$ cat config.mk
export PLATFORM = sky130hd
export DESIGN_NAME = perf_counter_bank
export DESIGN_NICKNAME = d
export VERILOG_FILES = /design/src/rtl/perf_counter_bank.sv
export SDC_FILE = /design/constraint.sdc
export NUM_CORES = 1
export LEC_CHECK = 0
export ABC_CLOCK_PERIOD_IN_PS = 2850
export BUFFER_PORTS_ARGS = -buffer_cell sky130_fd_sc_hd__buf_2
export CORE_MARGIN = 2
export CORE_UTILIZATION = 30
export DETAILED_ROUTE_END_ITERATION = 6
export PLACE_DENSITY = 0.48
export SETUP_SLACK_MARGIN = 0.15
export SYNTH_ARGS = -nofsm -noshare
export SYNTH_HDL_FRONTEND = slang
export SYNTH_SLANG_ARGS = --single-unit
$ cat constraint.sdc
create_clock -name clk -period 2.85 [get_ports clk]
set_input_delay 0.1425 -clock clk [delete_from_list [all_inputs] [get_ports clk]]
set_output_delay 0.1425 -clock clk [all_outputs]
set_load 0.02 [all_outputs]
$ cat src/rtl/perf_counter_bank.sv
// perf_counter_bank: ten independent WIDTH-bit performance counters read by
// the IO intercept. Hit/miss/branch events are level- or edge-counted
// (EVENT_EDGE), stall inputs are always level-counted. Each counter has its
// own clear strobe, which beats any coincident increment.
// Optional feature macro: PERF_CNT_SATURATE_EN -- when defined, counters
// saturate at all-ones instead of wrapping modulo 2^WIDTH.
module perf_counter_bank #(
  parameter int WIDTH      = 16,
  parameter int EVENT_EDGE = 0
) (
  input  logic             clk,
  input  logic             reset,
  input  logic             count_en,
  input  logic             br_event,
  input  logic             br_mispredict_event,
  input  logic             icache_hit_event,
  input  logic             icache_miss_event,
  input  logic             dcache_hit_event,
  input  logic             dcache_miss_event,
  input  logic             l2_hit_event,
  input  logic             l2_miss_event,
  input  logic             if_stall,
  input  logic             mem_stall,
  input  logic             br_count_reset,
  input  logic             br_mispredict_count_reset,
  input  logic             icache_hit_count_reset,
  input  logic             icache_miss_count_reset,
  input  logic             dcache_hit_count_reset,
  input  logic             dcache_miss_count_reset,
  input  logic             l2_hit_count_reset,
  input  logic             l2_miss_count_reset,
  input  logic             if_stall_count_reset,
  input  logic             mem_stall_count_reset,
  output logic [WIDTH-1:0] br_count,
  output logic [WIDTH-1:0] br_mispredict_count,
  output logic [WIDTH-1:0] icache_hit_count,
  output logic [WIDTH-1:0] icache_miss_count,
  output logic [WIDTH-1:0] dcache_hit_count,
  output logic [WIDTH-1:0] dcache_miss_count,
  output logic [WIDTH-1:0] l2_hit_count,
  output logic [WIDTH-1:0] l2_miss_count,
  output logic [WIDTH-1:0] if_stall_count,
  output logic [WIDTH-1:0] mem_stall_count
);

  localparam int NUM_CNT  = 10;
  localparam int NUM_EDGE = 8;

  localparam logic [WIDTH-1:0] ZERO_C = {WIDTH{1'b0}};
  localparam logic [WIDTH-1:0] ONE_C  = {{(WIDTH-1){1'b0}}, 1'b1};
`ifdef PERF_CNT_SATURATE_EN
  localparam logic [WIDTH-1:0] MAX_C  = {WIDTH{1'b1}};
`endif

  // Counter index order: 0 br, 1 br_mispredict, 2 icache_hit, 3 icache_miss,
  // 4 dcache_hit, 5 dcache_miss, 6 l2_hit, 7 l2_miss, 8 if_stall, 9 mem_stall.
  logic [NUM_EDGE-1:0] edge_in_s;
  logic [NUM_EDGE-1:0] event_prev_r;
  logic [NUM_CNT-1:0]  ev_s;
  logic [NUM_CNT-1:0]  inc_s;
  logic [NUM_CNT-1:0]  clr_s;
  logic [WIDTH-1:0]    count_r [NUM_CNT];
  logic [WIDTH-1:0]    next_s  [NUM_CNT];

  assign edge_in_s = {l2_miss_event, l2_hit_event, dcache_miss_event, dcache_hit_event,
                      icache_miss_event, icache_hit_event, br_mispredict_event, br_event};

  assign clr_s = {mem_stall_count_reset, if_stall_count_reset, l2_miss_count_reset,
                  l2_hit_count_reset, dcache_miss_count_reset, dcache_hit_count_reset,
                  icache_miss_count_reset, icache_hit_count_reset,
                  br_mispredict_count_reset, br_count_reset};

  // Qualify each event: edge or level detection for hit/miss/branch, level for stalls.
  always_comb begin
    ev_s = {NUM_CNT{1'b0}};
    if (EVENT_EDGE != 0) begin
      ev_s[NUM_EDGE-1:0] = edge_in_s & ~event_prev_r;
    end else begin
      ev_s[NUM_EDGE-1:0] = edge_in_s;
    end
    ev_s[8] = if_stall;
    ev_s[9] = mem_stall;
    inc_s   = ev_s & {NUM_CNT{count_en}};
  end

  // Next count per counter: clear beats increment, increment wraps or saturates.
  always_comb begin
    for (int i = 0; i < NUM_CNT; i++) begin
      next_s[i] = count_r[i];
      if (clr_s[i]) begin
        next_s[i] = ZERO_C;
      end else if (inc_s[i]) begin
`ifdef PERF_CNT_SATURATE_EN
        if (count_r[i] == MAX_C) begin
          next_s[i] = MAX_C;
        end else begin
          next_s[i] = count_r[i] + ONE_C;
        end
`else
        next_s[i] = count_r[i] + ONE_C;
`endif
      end else begin
        next_s[i] = count_r[i];
      end
    end
  end

  // Counter and edge-history registers; prev tracks inputs even while count_en is low.
  always_ff @(posedge clk) begin
    if (reset) begin
      event_prev_r <= {NUM_EDGE{1'b0}};
      for (int i = 0; i < NUM_CNT; i++) begin
        count_r[i] <= ZERO_C;
      end
    end else begin
      event_prev_r <= edge_in_s;
      for (int i = 0; i < NUM_CNT; i++) begin
        count_r[i] <= next_s[i];
      end
    end
  end

  assign br_count            = count_r[0];
  assign br_mispredict_count = count_r[1];
  assign icache_hit_count    = count_r[2];
  assign icache_miss_count   = count_r[3];
  assign dcache_hit_count    = count_r[4];
  assign dcache_miss_count   = count_r[5];
  assign l2_hit_count        = count_r[6];
  assign l2_miss_count       = count_r[7];
  assign if_stall_count      = count_r[8];
  assign mem_stall_count     = count_r[9];

endmodule

# ---- Word level (Yosys, flattened, before mapping)
# Memories as Yosys holds them, arrays and structs flattened.
# Cells that the tools add are included.
dict set report word_totals {
  register_bits 0
  ramBits 160
  in_bits 23
  output_inout_bits 160
  wordCells 55
  n_memories 1
}
# memory words word_bits rd rd_ports_with_merged_regs write_ports line
set memory_table {}
lappend memory_table {count_r 10 16 10 0 10 62} ;# logic [WIDTH-1:0] count_r [NUM_CNT];
dict set report op_classes {
  addsub 10
  muxes 33
  bitwise 11
}
# cell count
set op_table {}
lappend op_table {{$mux 16} 30}
lappend op_table {{$add 16x1->16 const B} 10}
lappend op_table {{$and 10x10->10} 1}
lappend op_table {{$or 1x1->1} 10}
lappend op_table {{$mux 1} 3}

# ---- Logic depth before layout (Yosys ltp)
# Gate-level depths: netlist (run 1).
dict set report depth {
  depth_word 4
  mapped_depth 7
  ltp_nobuf 5
}

# ---- Least setup slack after synthesis (run 1)
# Ideal clock, no wire load.
dict set report synth_timing {
  kind {register to register}
  start {memory count_r[9][5], in the netlist count_r[2][21]}
  end {memory count_r[9][13], in the netlist count_r[2][29]}
  setup_time_ns 0.070
  arrival_time_ns 1.672
  t_required_ns 2.780
  setup_slack_ns 1.108
  path_stages_with_launch 6
  path_buffers 1
  synth_period_minus_slack_ns 1.742
  path_cell_list {dfxtp_1 -> nand4_2 -> or2_1 -> buf_6 -> or4_1 -> a21oi_1}
}
# element line
set synth_rtl {}
lappend synth_rtl {{from (decl)} 62}

==> flow_summary.json, run 1 <==
{
  "status": "complete, no violations",
  "synth.area.top_cells": "dfxtp_1 (45%), xor2_1 (9.1%), nor2_1 (6.2%)",
  "cts_root_buf": "clkbuf_16",
  "async_flop_share": 0,
  "synth_commonest_cells": "dfxtp_1 (160), nor2_1 (117), xor2_1 (74)",
  "clkSinkCount": 160,
  "critical_path.startpoint": "count_r[1][20]$_SDFFE_PP0P_",
  "die_h_um": 158,
  "syn_area_um2": 7120,
  "vias": 6374,
  "finalMaxSlewViolations": 0,
  "io_buffers": 182,
  "fillers": 2556,
  "firstDrtPassIters": 5,
  "fin_nets": 1032,
  "grt_pass1_vias": 5965,
  "grt_pass1_wl_mm": 30.4,
  "die_width_um": 158,
  "cts_buffers": 17,
  "timing.setup.tns_ns": 0,
  "gp_congestion": 0.779,
  "worst-path-buf-inv": 0,
  "cp_data_required_time_ns": 3.15,
  "placed_area_um2": 8320,
  "hold_class": "primary input to register",
  "seqPwrFrac": 0.476,
  "setup_violations": 0,
  "tightest_slew_ns": 0.550,
  "critPathCapture": "count_r[1][29]$_SDFFE_PP0P_",
  "r2r_end": "count_r[1][29]$_SDFFE_PP0P_",
  "post_synth.cell_area_avg_um2": 8.64,
  "cts_setup_buffers": 0,
  "insertion_delay_ns": 0.42,
  "total_leakage_power_nw": 3.49,
  "dp.cells": 1296,
  "grt-ovfl-total": 0,
  "pin_count": 183,
  "final_cells": 1331,
  "timing.fmax_ghz": 0.590,
  "top_regs": "count_r: 160 flops",
  "place_hpwl_mm": 13.3,
  "wl_per_cell_um": 13.9,
  "p_total_mw": 4.72,
  "cp-end-kind": "register",
  "synth_warnings": 0,
  "yosysMostFrequentCell": "dfxtp_1",
  "core_area_um2": 23400,
  "die-area_um2": 25000,
  "drive_gt1_frac": 0.229,
  "antenna_left": 0,
  "synth_cells": 825,
  "cts_buffer_depth": 2,
  "pwr-share-comb": 0.027,
  "cp_cell_sequence": "nand4_1 -> nor4_2 -> a31o_2 -> a21oi_1",
  "p_int_mw": 3.60,
  "cts_tree": "done",
  "grt.total_usage": 0.152,
  "r2r_slack_ns": 1.15,
  "synth_top_area_cell": "dfxtp_1",
  "syn-num-nets": 858,
  "cp_max_fo": 6,
  "worstSetupStartpointType": "register",
  "rows": 56,
  "drt_iter0_drc": 323,
  "cp.depth": 4,
  "vdd_ir_drop_max_mv": 0.291,
  "clock_power_share": 0.497,
  "critPathTopFamily": "simple AND/OR/NAND/NOR gates",
  "cp_slowest_stage_delay_ns": 0.59,
  "syn2layout_area_growth_pct": 25.6,
  "antennaDiodeCount": 0,
  "yosysUniqueCellTypes": 35,
  "timing.rr.start": "count_r[1][20]$_SDFFE_PP0P_",
  "final-hold-violation-count": 0,
  "synth_edf_count": 0,
  "p_sw_frac": 0.237,
  "cap_violations": 0,
  "postCtsHoldBufs": 3,
  "cts_resized": 0,
  "antenna_found_initial": 0,
  "htreeDepth": 4,
  "min_period_ns": 1.70,
  "hold_start": "if_stall",
  "regMostFlops": "count_r",
  "p_per_area_nw_per_um2": 528,
  "drc": 0,
  "finalClockSkew_ns": 0.00809,
  "path_clk_slew_ns": 0.07,
  "fin_area_um2": 8950,
  "critPathKind": "register to register",
  "critPathSlowestCell": "nor4_2",
  "synth_seq_area_share": 0.450,
  "rsz0062_at_grt": "no",
  "post-route-period-util": 0.595,
  "slew_headroom": 0.630,
  "synth_seq_cells": 160,
  "totalWireLength_mm": 18.5,
  "synth_top_area_frac": 0.450,
  "largest_reg_flops": 160,
  "synthFlopType": "dfxtp_1",
  "initial_utilization": 0.304,
  "worstRegToRegCells": 4,
  "worstPathArrival_ns": 1.99,
  "grt_max_degree": 30,
  "p_switching_mw": 1.12,
  "drt-vias-per-instance": 4.79
}
[through the flow]
step,hold WS [ns],utilization,setup WS (ns)
after floorplan,0.303,-,1.11
after global placement,0.438,0.355,0.913
after detailed placement,0.439,0.355,0.870
after CTS,0.00301,0.382,1.14
after global routing,0.0361,0.382,0.908
final,0.0297,0.382,1.15
[placed cells by master (no fill, tap or decap), drive strengths merged, types with 27 or more instances in the layout]
cell type,netlist,layout
a21oi,45,45
and4,27,27
buf,9,184
dfxtp,160,160
nand2,56,56
nand3,63,63
nand4,58,58
nor2,117,117
or3,28,28
xnor2,38,38
xor2,74,74
[worst register-to-register path: cells and delay by family (launching register included)]
kind | cells | cell delay [ns]
and+or+nand+nor | 2 | 0.86
DFF | 1 | 0.43
AOI/OAI and AO/OA | 2 | 0.28
[layout make-up]
cell class	count	area (um^2)	area share
inverter	11	41.3	0.00462
sequential	160	3200	0.358
timing repair buffer	187	968	0.108
clock inverter	14	168	0.0187
multi-input combinational	622	3740	0.418
clock buffer	18	429	0.0480
tap	319	399	0.0446
[power groups by stage]
| stage | registers [mW] | logic, mW | clock network [mW] |
|---|---|---|---|
| after floorplan | 2.31 | 0.0693 | 0 |
| after global routing | 2.25 | 0.146 | 2.53 |
| after CTS | 2.25 | 0.131 | 2.44 |
| after detailed placement | 2.30 | 0.128 | 0 |
| final | 2.25 | 0.128 | 2.35 |
| after global placement | 2.30 | 0.128 | 0 |
[metal layers]
| metal | vias up | GRT usage | part of all wire | routed length (um) |
|---|---|---|---|---|
| met4 | 0 | 0.0571 | 0.018 | 327 |
| met5 | - | 0 | 0 | 0 |
| li1 | 3281 | - | - | - |
| met1 | 2939 | 0.196 | 0.47 | 8810 |
| met3 | 18 | 0.0383 | 0.054 | 996 |
| met2 | 136 | 0.244 | 0.45 | 8420 |
[cell families after synthesis]
logic type	Yosys count	share of synthesized area
and+or+nand+nor	416	0.304
xor gates and xnor gates	112	0.138
buffers and inverters	43	0.0258
DFF	160	0.450
adders and majority gates	10	0.0176
muxes	1	0.00141
AOI/OAI and AO/OA	83	0.0636
[how the worst min path moves through the flow]
| stage | endpoint | slack, ns | depth (start not counted) |
|---|---|---|---|
| after detailed placement | count_r[0][61]$_SDFFE_PP0P_ | 0.44 | 3 |
| final | count_r[2][1]$_SDFFE_PP0P_ | 0.03 | 3 |
| after CTS | count_r[0][49]$_SDFFE_PP0P_ | 0.003 | 3 |
| after global routing | count_r[1][33]$_SDFFE_PP0P_ | 0.04 | 3 |
| after global placement | count_r[0][61]$_SDFFE_PP0P_ | 0.44 | 3 |
| after floorplan | count_r[0][17]$_SDFFE_PP0P_ | 0.30 | 2 |
Note: power is estimated with default switching activity, not from simulation.
==> run 2: changes to the inputs <==
ABC_CLOCK_PERIOD_IN_PS = 1700   (was 2850)
clock period = 1.7 ns   (was 2.85 ns; I/O delays follow)
==> flow_summary.json, run 2 (synthesis results as in run 1) <==
{
  "status": "complete, no violations",
  "initial_utilization": 0.304,
  "final_core_util": 0.419,
  "fin_nets": 1120,
  "p_per_area_nw_per_um2": 809,
  "vias": 6693,
  "min_period_ns": 1.50,
  "totalWireLength_mm": 19.1,
  "die-area_um2": 25000,
  "finalMaxSlewViolations": 0,
  "pre_cts_ws_ns": 0.0229,
  "cts_buffer_depth": 2,
  "vdd_ir_drop_max_mv": 0.473,
  "post-route-period-util": 0.885,
  "wl_per_cell_um": 13.5,
  "tightest_slew_ns": 0.368,
  "drive_gt1_frac": 0.337,
  "finalClockSkew_ns": 0.00730,
  "timing.setup.tns_ns": 0,
  "placed_area_um2": 8920,
  "grt_max_degree": 18,
  "cp-end-kind": "register",
  "critPathTopFamily": "simple AND/OR/NAND/NOR gates",
  "firstDrtPassIters": 6,
  "rows": 56,
  "gp_congestion": 0.820,
  "timing.fmax_ghz": 0.665,
  "drc": 0,
  "htreeDepth": 4,
  "cts_buffers": 17,
  "drt-vias-per-instance": 4.72,
  "regMostFlops": "count_r",
  "clkSinkCount": 160,
  "cp_data_required_time_ns": 2.05,
  "cap_violations": 0,
  "place_hpwl_mm": 14.0,
  "antenna_left": 0,
  "insertion_delay_ns": 0.41,
  "rsz0062_at_grt": "yes",
  "grt.total_usage": 0.153,
  "cts_root_buf": "clkbuf_16",
  "p_total_mw": 7.93,
  "grt-ovfl-total": 0,
  "slew_headroom": 0.753,
  "drt_iter0_drc": 299,
  "core_area_um2": 23400,
  "dp.cells": 1367,
  "setup_violations": 0,
  "path_clk_slew_ns": 0.07,
  "timing.hold.ws_ns": 0.0596,
  "die_width_um": 158,
  "top_regs": "count_r: 160 flops",
  "final_cells": 1419,
  "cp_slowest_stage_delay_ns": 0.53,
  "critPathKind": "register to register",
  "syn2layout_area_growth_pct": 37.5,
  "cp_max_fo": 7,
  "grt_pass1_wl_mm": 30.7,
  "worstPathArrival_ns": 1.86,
  "antenna_found_initial": 0,
  "fin_area_um2": 9800,
  "pin_count": 183,
  "final_common_cell": "buf_2",
  "cp_cell_sequence": "nand4_4 -> or2_4 -> or4_1 -> a21oi_2",
  "io_buffers": 182,
  "worstSetupStartpointType": "register",
  "final_cell_mix": "buf_2 (182), dfxtp_1 (124), nor2_1 (117)",
  "fin_ws_ns": 0.196,
  "critPathSlowestCell": "or4_1",
  "total_leakage_power_nw": 3.98,
  "largest_reg_flops": 160,
  "grt_pass1_vias": 6134,
  "die_h_um": 158,
  "final-hold-violation-count": 0,
  "worst-path-buf-inv": 0,
  "hold_class": "primary input to register",
  "cts_tree": "done"
}
==> run 2: worst register-to-register path, stage by stage, from the launching register on <==
cell and delay (ns):
dfxtp_4 0.37, nand4_4 0.13, or2_4 0.28, or4_1 0.53
a21oi_2 0.14
==> run 2: what timing repair did <==
item | CTS | global route
hold buffers | 11 | 0
pin swaps | 0 | 9
setup buffers | 0 | 9
gates resized for setup | 2 | 36
endpoints found under the hold margin | 11 | 0
setup endpoints to repair | 3 | 27
==> run 2: path summary, 6_finish.rpt <==
| path | from | end | slack (ns) | cells after the start |
|---|---|---|---|---|
| setup / recovery | count_r[2][23]$_SDFFE_PP0P_ | count_r[2][29]$_SDFFE_PP0P_ | 0.20 | 4 |
| hold / removal | if_stall | count_r[2][2]$_SDFFE_PP0P_ | 0.06 | 4 |
| setup reg to reg | count_r[2][23]$_SDFFE_PP0P_ | count_r[2][29]$_SDFFE_PP0P_ | 0.20 | 4 |
| hold reg to reg | count_r[0][17]$_SDFFE_PP0P_ | count_r[0][17]$_SDFFE_PP0P_ | 0.48 | 2 |
==> run 2: layout make-up <==
| type | instances | area, um^2 |
|---|---|---|
| antenna | 1 | 2.50 |
| clock buffer | 19 | 433 |
| clock inverter | 12 | 160 |
| fill | 2466 | 13600 |
| inverter | 11 | 41.3 |
| multi-input combinational | 622 | 3850 |
| sequential | 160 | 3270 |
| tap | 319 | 399 |
| timing repair buffer | 275 | 1650 |
==> run 2: power breakdown <==
| group | switching (mW) | internal, mW | total, mW |
|---|---|---|---|
| Clock | 1.60 | 2.32 | 3.92 |
| Sequential | 0.0128 | 3.75 | 3.76 |
| Combinational | 0.158 | 0.0909 | 0.249 |
==> run 2: layer usage <==
| layer | part of all wire | up-vias | GRT usage |
|---|---|---|---|
| li1 | - | 3451 | - |
| met1 | 0.49 | 3093 | 0.211 |
| met2 | 0.44 | 130 | 0.228 |
| met3 | 0.049 | 19 | 0.0353 |
| met4 | 0.019 | 0 | 0.0631 |
| met5 | 0 | - | 0 |
==> run 3: changes to the inputs <==
CORE_MARGIN = unset   (was 2)
PLACE_DENSITY = 0.54   (was 0.48)
==> flow_summary.json, run 3 (synthesis results as in run 1) <==
{
  "worstSetupStartpointType": "primary input",
  "final_core_util": 0.414,
  "insertion_delay_ns": 0.42,
  "critical_path.startpoint": "mem_stall",
  "grt.total_usage": 0.150,
  "cp-end-kind": "register",
  "firstDrtPassIters": 4,
  "htreeDepth": 4,
  "worstPathArrival_ns": 1.84,
  "regMostFlops": "count_r",
  "tightest_slew_ns": 0.353,
  "rows": 56,
  "clkSinkCount": 160,
  "p_int_mw": 6.31,
  "pwr-share-comb": 0.029,
  "die_h_um": 156,
  "drt-vias-per-instance": 4.75,
  "status": "complete, no violations",
  "post-route-period-util": 0.879,
  "timing.setup.tns_ns": 0,
  "timing.fmax_ghz": 0.669,
  "syn2layout_area_growth_pct": 36.0,
  "cp_data_required_time_ns": 2.05,
  "worstRegToRegCells": 4,
  "grt_pass1_wl_mm": 29.7,
  "min_period_ns": 1.49,
  "fin_nets": 1099,
  "core_area_um2": 23400,
  "final_common_cell": "buf_2",
  "rsz0062_at_grt": "yes",
  "finalMaxSlewViolations": 0,
  "place_hpwl_mm": 13.3,
  "antennaDiodeCount": 0,
  "timing.rr.start": "count_r[2][20]$_SDFFE_PP0P_",
  "top_regs": "count_r: 160 flops",
  "cts_buffers": 17,
  "pin_count": 183,
  "slew_headroom": 0.763,
  "totalWireLength_mm": 18.5,
  "cts_tree": "done",
  "grt_pass1_vias": 5920,
  "p_switching_mw": 1.76,
  "wl_per_cell_um": 13.2,
  "regArea_um2": 3280,
  "drive_gt1_frac": 0.339,
  "hold_class": "primary input to register",
  "largest_reg_flops": 160,
  "clock_power_share": 0.506,
  "final_cell_mix": "buf_2 (182), nor2_1 (117), dfxtp_1 (114)",
  "drt_iter0_drc": 315,
  "p_sw_frac": 0.218,
  "final-hold-violation-count": 0,
  "die-area_um2": 24400,
  "seqPwrFrac": 0.466,
  "cap_violations": 0,
  "fillers": 2441,
  "critPathKind": "primary input to register",
  "gp_congestion": 0.808,
  "r2r_end": "count_r[2][30]$_SDFFE_PP0P_",
  "grt_max_degree": 27,
  "p_per_area_nw_per_um2": 833,
  "io_buffers": 182,
  "vdd_ir_drop_max_mv": 0.516,
  "antenna_left": 0,
  "grt-ovfl-total": 0,
  "antenna_found_initial": 0,
  "cp_max_fo": 6,
  "total_leakage_power_nw": 3.93,
  "finalClockSkew_ns": 0.0101,
  "r2r_slack_ns": 0.21,
  "setup_violations": 0,
  "vias": 6642,
  "die_width_um": 156,
  "multi_input_comb_area_um2": 3850,
  "cts_buffer_depth": 2,
  "cts_root_buf": "clkbuf_16",
  "drc": 0,
  "initial_utilization": 0.304,
  "path_clk_slew_ns": 0.06,
  "critPathCapture": "count_r[2][31]$_SDFFE_PP0P_"
}
## run 3: cell types whose count changed in the layout (fill, tap and decap cells not counted), sizes merged
cell and change:
buf -21, clkinvlp -3, clkbuf +1, clkinv +1
diode -1, inv +1
## run 3: cell type report
cell class,instances,area share
Clock buffer,20,0.0493
Clock inverter,11,0.0154
Inverter,11,0.00426
Multi-Input combinational cell,622,0.397
Sequential cell,160,0.339
Tap cell,319,0.0412
Timing Repair Buffer,254,0.154
## run 3: per-layer routing
| metal | track usage | up-vias | routed length [um] |
|---|---|---|---|
| met5 | 0 | - | 0 |
| met4 | 0.0532 | 0 | 311 |
| met2 | 0.229 | 137 | 8130 |
| met3 | 0.0436 | 17 | 1020 |
| li1 | - | 3413 | - |
| met1 | 0.201 | 3075 | 9000 |
## run 3: repair_timing
item | CTS | global route
hold buffers | 11 | 0
pin swaps | 0 | 11
setup buffers | 0 | 9
endpoints found under the hold margin | 11 | 0
gates resized for setup | 3 | 49
endpoints found under the setup margin | 3 | 31
## run 3: worst min path at each step
stage,end,startpoint,depth (start not counted)
floorplan,count_r[0][1]$_SDFFE_PP0P_,br_event,2
global placement,count_r[0][61]$_SDFFE_PP0P_,icache_miss_count_reset,3
detailed placement,count_r[0][61]$_SDFFE_PP0P_,icache_miss_count_reset,3
CTS,count_r[0][28]$_SDFFE_PP0P_,br_mispredict_count_reset,3
global route,count_r[1][45]$_SDFFE_PP0P_,l2_hit_count_reset,3
finish,count_r[0][33]$_SDFFE_PP0P_,icache_hit_count_reset,3
## run 3: worst max-delay path, stage by stage
cell and delay, ns:
dlygate4sd3_1 0.53, buf_2 0.15, nand4_1 0.15, or2_4 0.29, or4_4 0.51, a21oi_2 0.12
## run 3: stage by stage
stage / hold slack, ns / cells / instance area, um^2 / power (mW) / setup slack [ns]
floorplan: 0.238 / 825 / 7190 / 3.97 / 0.149
global placement: 0.377 / 1346 / 8760 / 4.06 / 0.0937
detailed placement: 0.375 / 1346 / 8760 / 4.06 / 0.0697
CTS: 0.128 / 1388 / 9500 / 8.23 / 0.154
global route: 0.154 / 1397 / 9690 / 8.42 / 0.124
finish: 0.131 / 1397 / 9690 / 8.07 / 0.205
## run 3: power by group through the flow
stage,clock network (mW),logic (mW),registers (mW)
6_report,4.08,0.231,3.76
5_1_grt,4.41,0.259,3.76
4_1_cts,4.24,0.234,3.76
3_5_place_dp,0,0.214,3.85
3_3_place_gp,0,0.213,3.85
2_1_floorplan,0,0.116,3.86
